`src/rtl/seq1010_pkg.sv`:
```
// Shared constants for the 1010 transmitter and detector benches:
// the tracked pattern and the transmitter state encoding.
package seq1010_pkg;

  localparam logic [3:0] PAT_1010 = 4'b1010;

  localparam logic [1:0] ST_IDLE  = 2'd0;
  localparam logic [1:0] ST_SHIFT = 2'd1;
  localparam logic [1:0] ST_DONE  = 2'd2;

endpackage

```
`src/rtl/seq_match_model.sv`:
```
// Reference pattern counter over a serial bit stream; OVERLAP selects whether
// a match may share bits with the next one.
module seq_match_model
  import seq1010_pkg::*;
#(
  parameter logic [3:0] PATTERN = PAT_1010,
  parameter int          CNT_W   = 8,
  parameter bit          OVERLAP = 1'b1
) (
  input  logic             i_clk,
  input  logic             i_rst,
  input  logic             i_clr,
  input  logic             i_bit_vld,
  input  logic             i_bit_in,
  output logic [CNT_W-1:0] o_cnt
);

  logic [2:0]       r_hist;
  logic [1:0]       r_fill;
  logic [CNT_W-1:0] r_cnt;
  logic             w_match;

  // A match needs three history bits plus the incoming one.
  always_comb begin
    w_match = (r_fill == 2'd3) && ({r_hist, i_bit_in} == PATTERN);
  end

  // History, fill level and saturating match counter.
  always_ff @(posedge i_clk or posedge i_rst) begin
    if (i_rst) begin
      r_hist <= 3'd0;
      r_fill <= 2'd0;
      r_cnt  <= '0;
    end else if (i_clr) begin
      r_hist <= 3'd0;
      r_fill <= 2'd0;
      r_cnt  <= '0;
    end else if (i_bit_vld) begin
      if (w_match && (r_cnt != {CNT_W{1'b1}})) begin
        r_cnt <= r_cnt + 1'b1;
      end
      // Non-overlapping matching restarts from an empty history.
      if (w_match && !OVERLAP) begin
        r_hist <= 3'd0;
        r_fill <= 2'd0;
      end else begin
        r_hist <= {r_hist[1:0], i_bit_in};
        if (r_fill != 2'd3) begin
          r_fill <= r_fill + 2'd1;
        end
      end
    end
  end

  assign o_cnt = r_cnt;

endmodule

```
`src/rtl/seq_gen_1010_tx.sv`:
```
// Serial MSB-first frame transmitter with embedded overlapping and
// non-overlapping 1010 match counters for checking detector outputs.
module seq_gen_1010_tx
  import seq1010_pkg::*;
#(
  parameter int          DATA_W  = 16,
  parameter int          LEN_W   = 5,
  parameter int          CNT_W   = 8,
  parameter logic [3:0]  PATTERN = PAT_1010
) (
  input  logic              i_clk,
  input  logic              i_rst,
  input  logic              i_start,
  input  logic [DATA_W-1:0] i_data_in,
  input  logic [LEN_W-1:0]  i_len,
  output logic              o_ser_out,
  output logic              o_ser_valid,
  output logic              o_busy,
  output logic              o_done,
  output logic [CNT_W-1:0]  o_exp_cnt_ol,
  output logic [CNT_W-1:0]  o_exp_cnt_nol
);

  logic [1:0]        r_state;
  logic [DATA_W-1:0] r_shift;
  logic [LEN_W-1:0]  r_bit_cnt;
  logic              r_ser_out;
  logic              r_ser_valid;
  logic              r_busy;
  logic              r_done;
  logic [LEN_W-1:0]  w_len;
  logic              w_accept;

  // Clamp the requested length to the data width and detect acceptance.
  always_comb begin
    if (i_len > LEN_W'(DATA_W)) begin
      w_len = LEN_W'(DATA_W);
    end else begin
      w_len = i_len;
    end
    w_accept = (r_state == ST_IDLE) && i_start;
  end

  // Frame sequencing; r_bit_cnt counts bits still to leave the line,
  // including the one currently driven.
  always_ff @(posedge i_clk or posedge i_rst) begin
    if (i_rst) begin
      r_state     <= ST_IDLE;
      r_shift     <= '0;
      r_bit_cnt   <= '0;
      r_ser_out   <= 1'b0;
      r_ser_valid <= 1'b0;
      r_busy      <= 1'b0;
      r_done      <= 1'b0;
    end else begin
      case (r_state)
        ST_IDLE: begin
          r_done <= 1'b0;
          if (i_start) begin
            r_busy <= 1'b1;
            if (w_len != '0) begin
              r_state     <= ST_SHIFT;
              r_ser_out   <= i_data_in[DATA_W-1];
              r_ser_valid <= 1'b1;
              r_shift     <= {i_data_in[DATA_W-2:0], 1'b0};
              r_bit_cnt   <= w_len;
            end else begin
              r_state <= ST_DONE;
              r_done  <= 1'b1;
            end
          end
        end
        ST_SHIFT: begin
          if (r_bit_cnt == LEN_W'(1)) begin
            r_state     <= ST_DONE;
            r_ser_out   <= 1'b0;
            r_ser_valid <= 1'b0;
            r_bit_cnt   <= '0;
            r_done      <= 1'b1;
          end else begin
            r_ser_out <= r_shift[DATA_W-1];
            r_shift   <= {r_shift[DATA_W-2:0], 1'b0};
            r_bit_cnt <= r_bit_cnt - LEN_W'(1);
          end
        end
        ST_DONE: begin
          r_state <= ST_IDLE;
          r_done  <= 1'b0;
          r_busy  <= 1'b0;
        end
        default: begin
          r_state     <= ST_IDLE;
          r_ser_out   <= 1'b0;
          r_ser_valid <= 1'b0;
          r_busy      <= 1'b0;
          r_done      <= 1'b0;
        end
      endcase
    end
  end

  seq_match_model #(
    .PATTERN (PATTERN),
    .CNT_W   (CNT_W),
    .OVERLAP (1'b1)
  ) u_model_ol (
    .i_clk     (i_clk),
    .i_rst     (i_rst),
    .i_clr     (w_accept),
    .i_bit_vld (r_ser_valid),
    .i_bit_in  (r_ser_out),
    .o_cnt     (o_exp_cnt_ol)
  );

  seq_match_model #(
    .PATTERN (PATTERN),
    .CNT_W   (CNT_W),
    .OVERLAP (1'b0)
  ) u_model_nol (
    .i_clk     (i_clk),
    .i_rst     (i_rst),
    .i_clr     (w_accept),
    .i_bit_vld (r_ser_valid),
    .i_bit_in  (r_ser_out),
    .o_cnt     (o_exp_cnt_nol)
  );

  assign o_ser_out   = r_ser_out;
  assign o_ser_valid = r_ser_valid;
  assign o_busy      = r_busy;
  assign o_done      = r_done;

endmodule
```
`config.mk`:
```
export PLATFORM = sky130hd
export DESIGN_NAME = seq_gen_1010_tx
export DESIGN_NICKNAME = d
export VERILOG_FILES = /design/src/rtl/seq1010_pkg.sv /design/src/rtl/seq_match_model.sv /design/src/rtl/seq_gen_1010_tx.sv
export SDC_FILE = /design/constraint.sdc
export NUM_CORES = 1
export LEC_CHECK = 0
export ABC_AREA = 1
export CAP_MARGIN = 15
export CORE_MARGIN = 3
export CORE_UTILIZATION = 45
export DETAILED_ROUTE_END_ITERATION = 16
export GPL_ROUTABILITY_DRIVEN = 0
export HOLD_SLACK_MARGIN = 0.02
export PLACE_DENSITY_LB_ADDON = 0.25
export RECOVER_POWER = 50
export SYNTH_ARGS = -nofsm -noshare
export SYNTH_HDL_FRONTEND = slang
export SYNTH_HIERARCHICAL = 1
export SYNTH_SLANG_ARGS = --single-unit
```
`constraint.sdc`:
```
create_clock -name i_clk -period 3.34 [get_ports i_clk]
set_clock_uncertainty 0.05 [all_clocks]
set_input_delay 0.334 -clock i_clk [delete_from_list [all_inputs] [get_ports i_clk]]
set_output_delay 0.334 -clock i_clk [all_outputs]
set_load 0.03 [all_outputs]
```
# Word level (Yosys, flattened, before mapping)
# Cells that the tools add are included.
dict set report totals {
  regBits 53
  in_bits 24
  out_inout_bits 20
  wordCells 104
}
dict set report classes {
  addsub 5
  n_lt_le_gt_ge 1
  n_eq_ne 15
  mux 45
  bitwise 2
  reduce_logical 23
}
# cell count
set op_table {}
lappend op_table {{$mux W16} 3}
lappend op_table {{$mux W8} 6}
lappend op_table {{$pmux W16 S2} 1}
lappend op_table {{$mux W2} 10}
lappend op_table {{$mux W5} 4}
lappend op_table {{$add A8 B1 Y8 const B} 2}
lappend op_table {{$ne A8 B8 Y1 const B} 2}
lappend op_table {{$mux W3} 5}
lappend op_table {{$reduce_and A2 Y1} 6}
lappend op_table {{$mux W1} 10}
lappend op_table {{$ne A2 B2 Y1 const B} 5}
lappend op_table {{$pmux W5 S2} 1}
lappend op_table {{$reduce_bool A2 Y1} 5}
lappend op_table {{$eq A4 B4 Y1 const B} 2}
lappend op_table {{$reduce_and A4 Y1} 2}
lappend op_table {{$eq A2 B2 Y1 const B} 3}
lappend op_table {{$pmux W1 S3} 2}
lappend op_table {{$reduce_and A3 Y1} 2}
lappend op_table {{$eq A5 B1 Y1 const B} 1}
lappend op_table {{$gt A5 B5 Y1 const B} 1}
lappend op_table {{$logic_and A1 B1 Y1} 5}
lappend op_table {{$reduce_bool A5 Y1} 1}
lappend op_table {{$sub A5 B1 Y5 const B} 1}
lappend op_table {{$add A2 B1 Y2 const B} 2}
lappend op_table {{7 further kinds} 9}

# Logic depth before layout (Yosys ltp)
# Gate-level depths: netlist of run 1.
dict set report logic_depth {
  depth_word 6
  depth_mapped 11
  depth_no_buf 11
}

# Hierarchy
# Netlist of run 1, hierarchy kept.
# mod n_inst cells_per_inst area_per_inst_um2 seq_area_each_um2
set modules_own_cells {}
lappend modules_own_cells {seq_gen_1010_tx 1 188 1436.4 650.6}
lappend modules_own_cells {{seq_match_model at u_model_ol} 1 104 809.5 325.3}
lappend modules_own_cells {{seq_match_model at u_model_nol} 1 111 799.5 325.3}

# Least setup slack after synthesis of run 1
# No wires, ideal clock.
dict set report synth_timing {
  kind {register to register}
  from {reg u_model_nol.r_cnt[0] (netlist: u_model_nol/o_cnt[0])}
  to {reg u_model_nol.r_cnt[5] (netlist: u_model_nol/o_cnt[5])}
  setup_ns 0.117
  t_arrival_ns 1.358
  t_required_ns 3.173
  slack_ns 1.815
  stages_incl_launch_ff 9
  path_buffers 0
  synth_period_minus_slack_ns 1.525
  path_cell_list {dfrtp_1 -> ha_1 -> nand2_1 -> nor2_2 -> nand3_4 -> nand2_4 -> nor2_4 -> nand2_1 -> nand2_1}
}
dict set report synth_via {
  elab_chain_cells 4
  word_cells_on_any_way 8
  cone_classes {1 x add/sub; 1 x eq/ne; 3 x mux; 3 x reduce/logical}
}
# element line
set synth_lines {}
lappend synth_lines {{from (decl)} seq_match_model.sv:20} ;# logic [CNT_W-1:0] r_cnt;
lappend synth_lines {{from (signal assigned)} seq_match_model.sv:40} ;# r_cnt <= r_cnt + 1'b1;
lappend synth_lines {{$add A8 B1 Y8 / $ne A8 B8 Y1 (equally long branches)} {seq_match_model.sv:40, seq_match_model.sv:39}}
lappend synth_lines {{$mux W8 / $logic_and A1 B1 Y1 (equally long branches)} seq_match_model.sv:39} ;# if (w_match && (r_cnt != {CNT_W{1'b1}})) begin
lappend synth_lines {{$mux W8 / $reduce_bool A2 Y1 (equally long branches)} n/a}
lappend synth_lines {{$mux W8 / $reduce_and A2 Y1 (equally long branches)} n/a}
# Parallel ways exist; a longest one is shown, timed or not. The select of a mux whose other input is x is not followed.
# A chain may end at the register's enable or synchronous reset.

# Final worst setup path of run 1
dict set report layout_timing {
  from {reg r_state[1]}
  to {reg r_shift[1]}
}
dict set report layout_via {
  elab_chain_cells 3
  word_cells_on_any_way 8
  cone_classes {4 x eq/ne; 1 x mux; 3 x reduce/logical}
}
# element line
set layout_lines {}
lappend layout_lines {{from (decl)} seq_gen_1010_tx.sv:24} ;# logic [1:0] r_state;
lappend layout_lines {{from (signal assigned)} seq_gen_1010_tx.sv:48} ;# r_state <= ST_IDLE;
lappend layout_lines {{from (signal assigned)} seq_gen_1010_tx.sv:62} ;# r_state <= ST_SHIFT;
lappend layout_lines {{from (signal assigned)} seq_gen_1010_tx.sv:68} ;# r_state <= ST_DONE;
lappend layout_lines {{$eq A2 B1 Y1 / $logic_not A2 Y1 (equally long branches)} seq_gen_1010_tx.sv:56} ;# case (r_state)
lappend layout_lines {{$ne A2 B2 Y1 (no source line) (tied with other cells)} n/a}
lappend layout_lines {{$reduce_and A4 Y1 (no source line)} n/a}
lappend layout_lines {{to (signal assigned)} seq_gen_1010_tx.sv:65} ;# r_shift <= {i_data_in[DATA_W-2:0], 1'b0};
lappend layout_lines {{to (signal assigned)} seq_gen_1010_tx.sv:82} ;# r_shift <= {r_shift[DATA_W-2:0], 1'b0};
lappend layout_lines {{to (decl)} seq_gen_1010_tx.sv:25} ;# logic [DATA_W-1:0] r_shift;
# Parallel ways exist; a longest one is shown, timed or not.

==> flow_metrics.tcl, run 1 <==
set metrics [dict create \
    share_of_the_cycle_needed_by_the_critical_path_after_routing_pct 66.11 \
    hold_start "u_model_nol/r_fill[1]" \
    first_global_vias 2430 \
    h-tree-depth 2 \
    chipHeight_um 88.27 \
    combined_flip_flop_and_latch_cell_area_um2 1301 \
    synth-seq-area-share_pct 42.73 \
    gr-total-overflow 0 \
    critical_path.startpoint_type "flip-flop" \
    fillCellCount 637 \
    min_path_type "reg -> reg" \
    clk_path_buf_depth 2 \
    grt_start_max_net_pins 40 \
    syn-instance-count 403 \
    power_density_nw_per_um2 775.6 \
    post_cts.repair.setup_buffers 0 \
    setup_viol_count_final 0 \
    clock_latency_ps 310 \
    ys.warnings.count 6 \
    critPathCaptureType "flip-flop" \
    cts-buffers-inserted 5 \
    floorplan.die.width_um 88.27 \
    initial_utilization_pct 47.15 \
    full_die_area_um2 7791 \
    crit_required_ps 3510 \
    r2r.worst_path.cells 7 \
    setup_repair_after_global_routing_missed_its_margin "false" \
    wire_length_reported_by_the_detailed_router_um 5954 \
    tmin_final_ps 2208 \
    final-hold-violation-count 0 \
    synth_flop_cell "dfrtp_1" \
    synth.distinct_cells 31 \
    grt_pass1_wl_um 10670 \
    floorplan.core_area_um2 6459 \
    cts_hold_buffers 0 \
    gr-usage-met3_pct 2.980 \
    synth-async-reset-ratio_pct 100.0 \
    run_status "complete, no violations" \
    drv.max_cap_violation_count 0 \
    grt.met2_usage_pct 27.12 \
    slew_headroom_pct 30.06 \
    dr_total_vias 2581 \
    detailedRoute.firstIterationViolations 83 \
    final_net_count 474 \
    ratio_of_routed_vias_to_standard_cells 4.944 \
    grtUsageTotal_pct 16.84 \
    portBuffers 43 \
    synth.avg_cell_area_um2 7.557 \
    crit-reg2reg-capture "r_shift[1]" \
    met1_grt_util_pct 23.51 \
    setup.worst_path.class "reg -> reg" \
    antenna_cells_inserted 0 \
    dr.pass1.iters 4 \
    timing.final.max_slew_violations 0 \
    dpl.hpwl_um 4229 \
    regToRegSetupSlack_ps 1130 \
    timing.critical_path.arrival_ps 2380 \
    final.setup.tns_ps 0 \
    post_route_cells_drive_above_1_share_pct 8.764 \
    antenna_violations_before_repair 0 \
    cts-resized-gates 0 \
    clock-sinks 52 \
    cp_max_fo 32 \
    reg2reg_from "r_state[1]" \
    floorplan.io_pins 44 \
    cts_tree "yes" \
    timing_worst_slew_pin_value_ps 1047 \
    wl_per_cell_um 11.41 \
    final_core_util_pct 55.73 \
    startpoint "r_state[1]" \
    multi_input_area_um2 1439 \
    hold_end "u_model_nol/r_fill[1]" \
    ys_seq_elements 52 \
    worstHoldPathCells 2 \
    syn_nets 433 \
    max-vdd-ir-drop_mv 0.3572 \
    syn2layout_area_growth_pct 18.20 \
    placement_rows 29 \
    grt.busiest_layer "met2" \
    path_clk_slew_ps 100 \
    final_antenna_net_count 0 \
    count_of_flip_flops_with_a_built_in_enable_after_synthesis 0 \
    clock.fmax_mhz 452.9 \
    cts-root-buf "clkbuf_8" \
    drc 0 \
    synth.cell_area_um2 3045 \
    power.leakage_nw 1.755 \
]
per-layer routing:
layer  routed length (um)  part of all wire (%)
met5                    0                     0
met4                   68                   1.1
met2                 2676                    45
met1                 2973                    50
met3                  236                   4.0
synthesized netlist by cell type, types with 2 or more instances:
cell      instances  area share, %
a21oi_1           7            1.2
buf_2             2           0.33
buf_6             7            2.6
dfrtp_1          52             43
ha_1              6            2.5
inv_1            46            5.7
inv_2             7           0.86
nand2_1         118             15
nand2_2           5            1.0
nand2_4           3            1.1
nand3_1          32            5.3
nand3_2           3           0.99
nand3_4           2            1.2
nand3b_1          3           0.74
nor2_1           45            5.5
nor2_2            3           0.62
nor2_4            5            1.8
nor2_8            2            1.3
nor3_1            3           0.49
o21ai_0          22            3.6
o21ai_1          16            2.6
o21ai_2           5            1.4
flip-flops by register name, indices dropped and copies added, names as in the netlist:
name,cells
u_model_nol/r_hist,3
r_bit_cnt,5
u_model_ol/r_fill,2
u_model_ol/o_cnt,8
u_model_ol/r_hist,3
o_ser_valid,1
u_model_nol/r_fill,2
r_shift,15
o_ser_out,1
u_model_nol/o_cnt,8
o_busy,1
o_done,1
r_state,2
layout by cell type (no fill, tap or decap), types with 3 or more instances in the layout:
| master | n |
|---|---|
| nand2_1 | 120 |
| nand3b_1 | 3 |
| o21ai_1 | 16 |
| nor2_4 | 5 |
| clkbuf_8 | 7 |
| nand3_2 | 3 |
| a21oi_1 | 7 |
| o21ai_0 | 22 |
| dfrtp_1 | 52 |
| nor3_1 | 3 |
| inv_1 | 48 |
| nor2_2 | 3 |
| nor2_1 | 45 |
| nand2_2 | 4 |
| nand3_1 | 32 |
| clkdlybuf4s50_1 | 41 |
| ha_1 | 6 |
| o21ai_2 | 5 |
| inv_2 | 5 |
stage by stage:
step           cells  hold slack [ps]  worst slack [ps]  power (mW)  instance area, um^2
2_1_floorplan    403            161.0              1815       2.131                 3045
3_3_place_gp     513            414.3              1169       2.295                 3480
3_5_place_dp     513            423.2              1108       2.341                 3480
4_1_cts          521            424.1              1310       2.826                 3606
5_1_grt          522            481.6             848.5       3.049                 3600
6_report         522            448.8              1132       2.792                 3600
critical path, cell delays in order, from the launching register on:
cell and delay, ps:
dfrtp_1 430, inv_1 100, nand2_1 90, nor2_4 330, nand2_2 80, nand2_1 770
nand3_1 130, o21ai_1 120
final cells by class:
cell class,count,area share (%)
Sequential cell,52,36.15
Inverter,54,5.631
Clock inverter,1,0.8342
Timing Repair Buffer,44,12.06
Clock buffer,7,2.676
Tap cell,77,2.676
Multi-Input combinational cell,287,39.97
power by group:
part / leakage, nW / switching, mW / internal (mW)
combinational: 1.02 / 0.838 / 0.462
clock: 0.0645 / 0.215 / 0.265
sequential: 0.669 / 0.157 / 0.855
total: 1.76 / 1.21 / 1.58
cell families (layout without fill, tap and decap cells):
kind of cell	count (synthesis)	in the layout	share of synthesized area (%)
AO/OA/AOI/OAI	54	54	9.779
AND/OR/NAND/NOR	226	226	35.04
adder cells (fa/ha/maj)	6	6	2.465
XOR/XNOR	1	1	0.2876
buffers and inverters	64	106	9.696
flip-flops	52	52	42.73
how the worst max path moves through the flow:
stage | depth (start not counted) | to
after CTS | 1 | o_ser_valid
after floorplan | 8 | u_model_nol/o_cnt[5]
after global routing | 7 | r_shift[3]
after global placement | 6 | u_model_ol/o_cnt[4]
after detailed placement | 6 | u_model_ol/r_hist[2]
final | 7 | r_shift[1]
No activity file was read; power rests on OpenSTA's default activity.
==> run 2, diff against run 1 <==
==> constraint.sdc (replaced) <==
create_clock -name i_clk -period 2.1 [get_ports i_clk]
set_clock_uncertainty 0.05 [all_clocks]
set_input_delay 0.21 -clock i_clk [delete_from_list [all_inputs] [get_ports i_clk]]
set_output_delay 0.21 -clock i_clk [all_outputs]
set_load 0.03 [all_outputs]
==> run 2 against run 1 <==
  * Cell area up 0.28%
  * Hold slack worse by 87 ps
  * Power grew 55%
  * Sequential share of layout area fell by 0.10 points
  * Non-clock buffer count rose by 6
  * Count of clock-buffer cells in the layout is 1 lower
  * Wire length up 0.99%
  * Sequential power is 57% higher
  * Utilization rose by 0.16 points
  * First-iteration DRC count up 75%
  * Critical endpoint is now o_ser_out
  * Highest routed layer unchanged
==> flow_metrics.tcl, run 2 (synthesized netlist as in run 1, its figures left out) <==
set metrics [dict create \
    run_status "complete, no violations" \
    dr_total_vias 2582 \
    dr.pass1.iters 4 \
    portBuffers 43 \
    syn2layout_area_growth_pct 18.53 \
    timing.critical_path.max_delay_family "buffers and inverters" \
    clock-sinks 52 \
    floorplan.io_pins 44 \
    regMostFlops "r_shift" \
    cts_tree "yes" \
    cts-buffers-inserted 5 \
    reg2reg_from "r_state[0]" \
    dpl.hpwl_um 4398 \
    critPathCaptureType "output port" \
    layout_common_cells "nand2_1, dfrtp_1, inv_1, nor2_1, clkdlybuf4s50_1" \
    floorplan.die.width_um 88.27 \
    tmin_final_ps 1806 \
    gr-total-overflow 0 \
    setup_viol_count_final 0 \
    slowest_stage "clkdlybuf4s50_1" \
    wire_length_reported_by_the_detailed_router_um 6013 \
    timing.critical_path.arrival_ps 1550 \
    drv.max_cap_violation_count 0 \
    min_path_type "in -> async" \
    detailedRoute.firstIterationViolations 145 \
    setup.worst_path.class "reg -> out" \
    full_die_area_um2 7791 \
    largest_reg_flops 15 \
    timing_worst_slew_pin_value_ps 734.2 \
    floorplan.core_area_um2 6459 \
    post_route_cells_drive_above_1_share_pct 9.313 \
    setup_repair_after_global_routing_missed_its_margin "false" \
    final_common_cell "nand2_1" \
    power.leakage_nw 1.765 \
    crit_required_ps 1840 \
    clock.fmax_mhz 553.8 \
    cts-resized-gates 0 \
    share_of_the_cycle_needed_by_the_critical_path_after_routing_pct 85.99 \
    final.setup.tns_ps 0 \
    placement_rows 29 \
    cts-root-buf "clkbuf_8" \
    max-vdd-ir-drop_mv 0.5535 \
    clock_latency_ps 300 \
    grtUsageTotal_pct 16.89 \
    drc 0 \
    power_density_nw_per_um2 1197 \
    timing.final.max_slew_violations 0 \
    h-tree-depth 2 \
    antenna_violations_before_repair 0 \
    wl_per_cell_um 11.39 \
    ratio_of_routed_vias_to_standard_cells 4.890 \
    slew_headroom_pct 51.00 \
    first_global_vias 2469 \
    clk_path_buf_depth 2 \
    final-hold-violation-count 0 \
    path_clk_slew_ps 100 \
    worstPathBufferInverterCount 1 \
    chipHeight_um 88.27 \
    final_net_count 480 \
    grt_start_max_net_pins 33 \
    critical_path.startpoint_type "flip-flop" \
    antenna_cells_inserted 0 \
    cp_max_fo 4 \
    post_cts.repair.setup_buffers 0 \
    max_stage_delay_on_crit_path_ps 730 \
    grt_pass1_wl_um 10550 \
    cts_hold_buffers 0 \
    cp_cell_sequence "clkdlybuf4s50_1" \
    startpoint "o_ser_out" \
    final_antenna_net_count 0 \
    initial_utilization_pct 47.15 \
    hold_ws_ps 361.9 \
]
==> run 2: changes by cell type in the layout (fill, tap and decap cells not counted) <==
| cell | previous run | this run |
|---|---|---|
| buf_4 | 0 | 5 |
| nand2_2 | 4 | 3 |
| clkinvlp_4 | 0 | 1 |
| inv_1 | 48 | 50 |
| clkinv_4 | 0 | 1 |
| nand2_4 | 2 | 3 |
| dlygate4sd3_1 | 2 | 1 |
| clkdlybuf4s50_1 | 41 | 42 |
| clkbuf_8 | 7 | 5 |
| bufinv_16 | 1 | 0 |
| clkbuf_2 | 0 | 1 |
| inv_2 | 5 | 3 |
| clkbuf_1 | 1 | 2 |
==> run 2: layout make-up <==
type	count	area (um^2)
clock buffer	6	72.57
clock inverter	2	16.27
fill	634	2849
inverter	54	202.7
multi-input combinational	287	1444
sequential	52	1301
tap	77	96.34
timing repair buffer	50	476.7
==> run 2: per-stage QoR <==
step                      power [mW]  utilization (%)  cell area (um^2)  std cells  worst slack [ps]
after floorplan                3.390                -              3045        403             574.6
after global routing           4.730            55.89              3610        528             173.3
final                          4.320            55.89              3610        528             294.3
after CTS                      4.385            56.06              3621        528             274.3
after detailed placement       3.794            54.69              3532        520             224.5
after global placement         3.718            54.69              3532        520             290.5
==> run 2: final timing paths <==
path	depth (start not counted)	slack [ps]	endpoint
min in group i_clk	3	430	r_shift[1]
setup reg to reg	6	320	r_bit_cnt[4]
max in group asynchronous	2	1270	u_model_ol/r_hist[0]
hold / removal	2	360	u_model_nol/r_hist[2]
hold reg to reg	2	440	o_done
setup / recovery	1	290	o_ser_out
==> run 2: worst register-to-register path, stage by stage, from the launching register on <==
cell and delay (ps):
dfrtp_1 380, inv_2 120, nor2_4 60, inv_1 540, nand2_1 330, nor2_1 160
nor2_1 60
==> run 2: report_power, final <==
| part | internal (mW) | switching, mW | leakage [nW] |
|---|---|---|---|
| registers | 1.36 | 0.227 | 0.669 |
| clock network | 0.238 | 0.337 | 0.0414 |
| logic | 0.782 | 1.38 | 1.05 |
| total | 2.38 | 1.94 | 1.77 |
==> run 2: per-layer routing <==
layer	vias up	wire length (um)	global-route usage, %
li1	1353	-	-
met1	1179	2888	21.43
met2	46	2848	29.64
met3	4	207	3.073
met4	0	69	4.533
met5	-	0	0
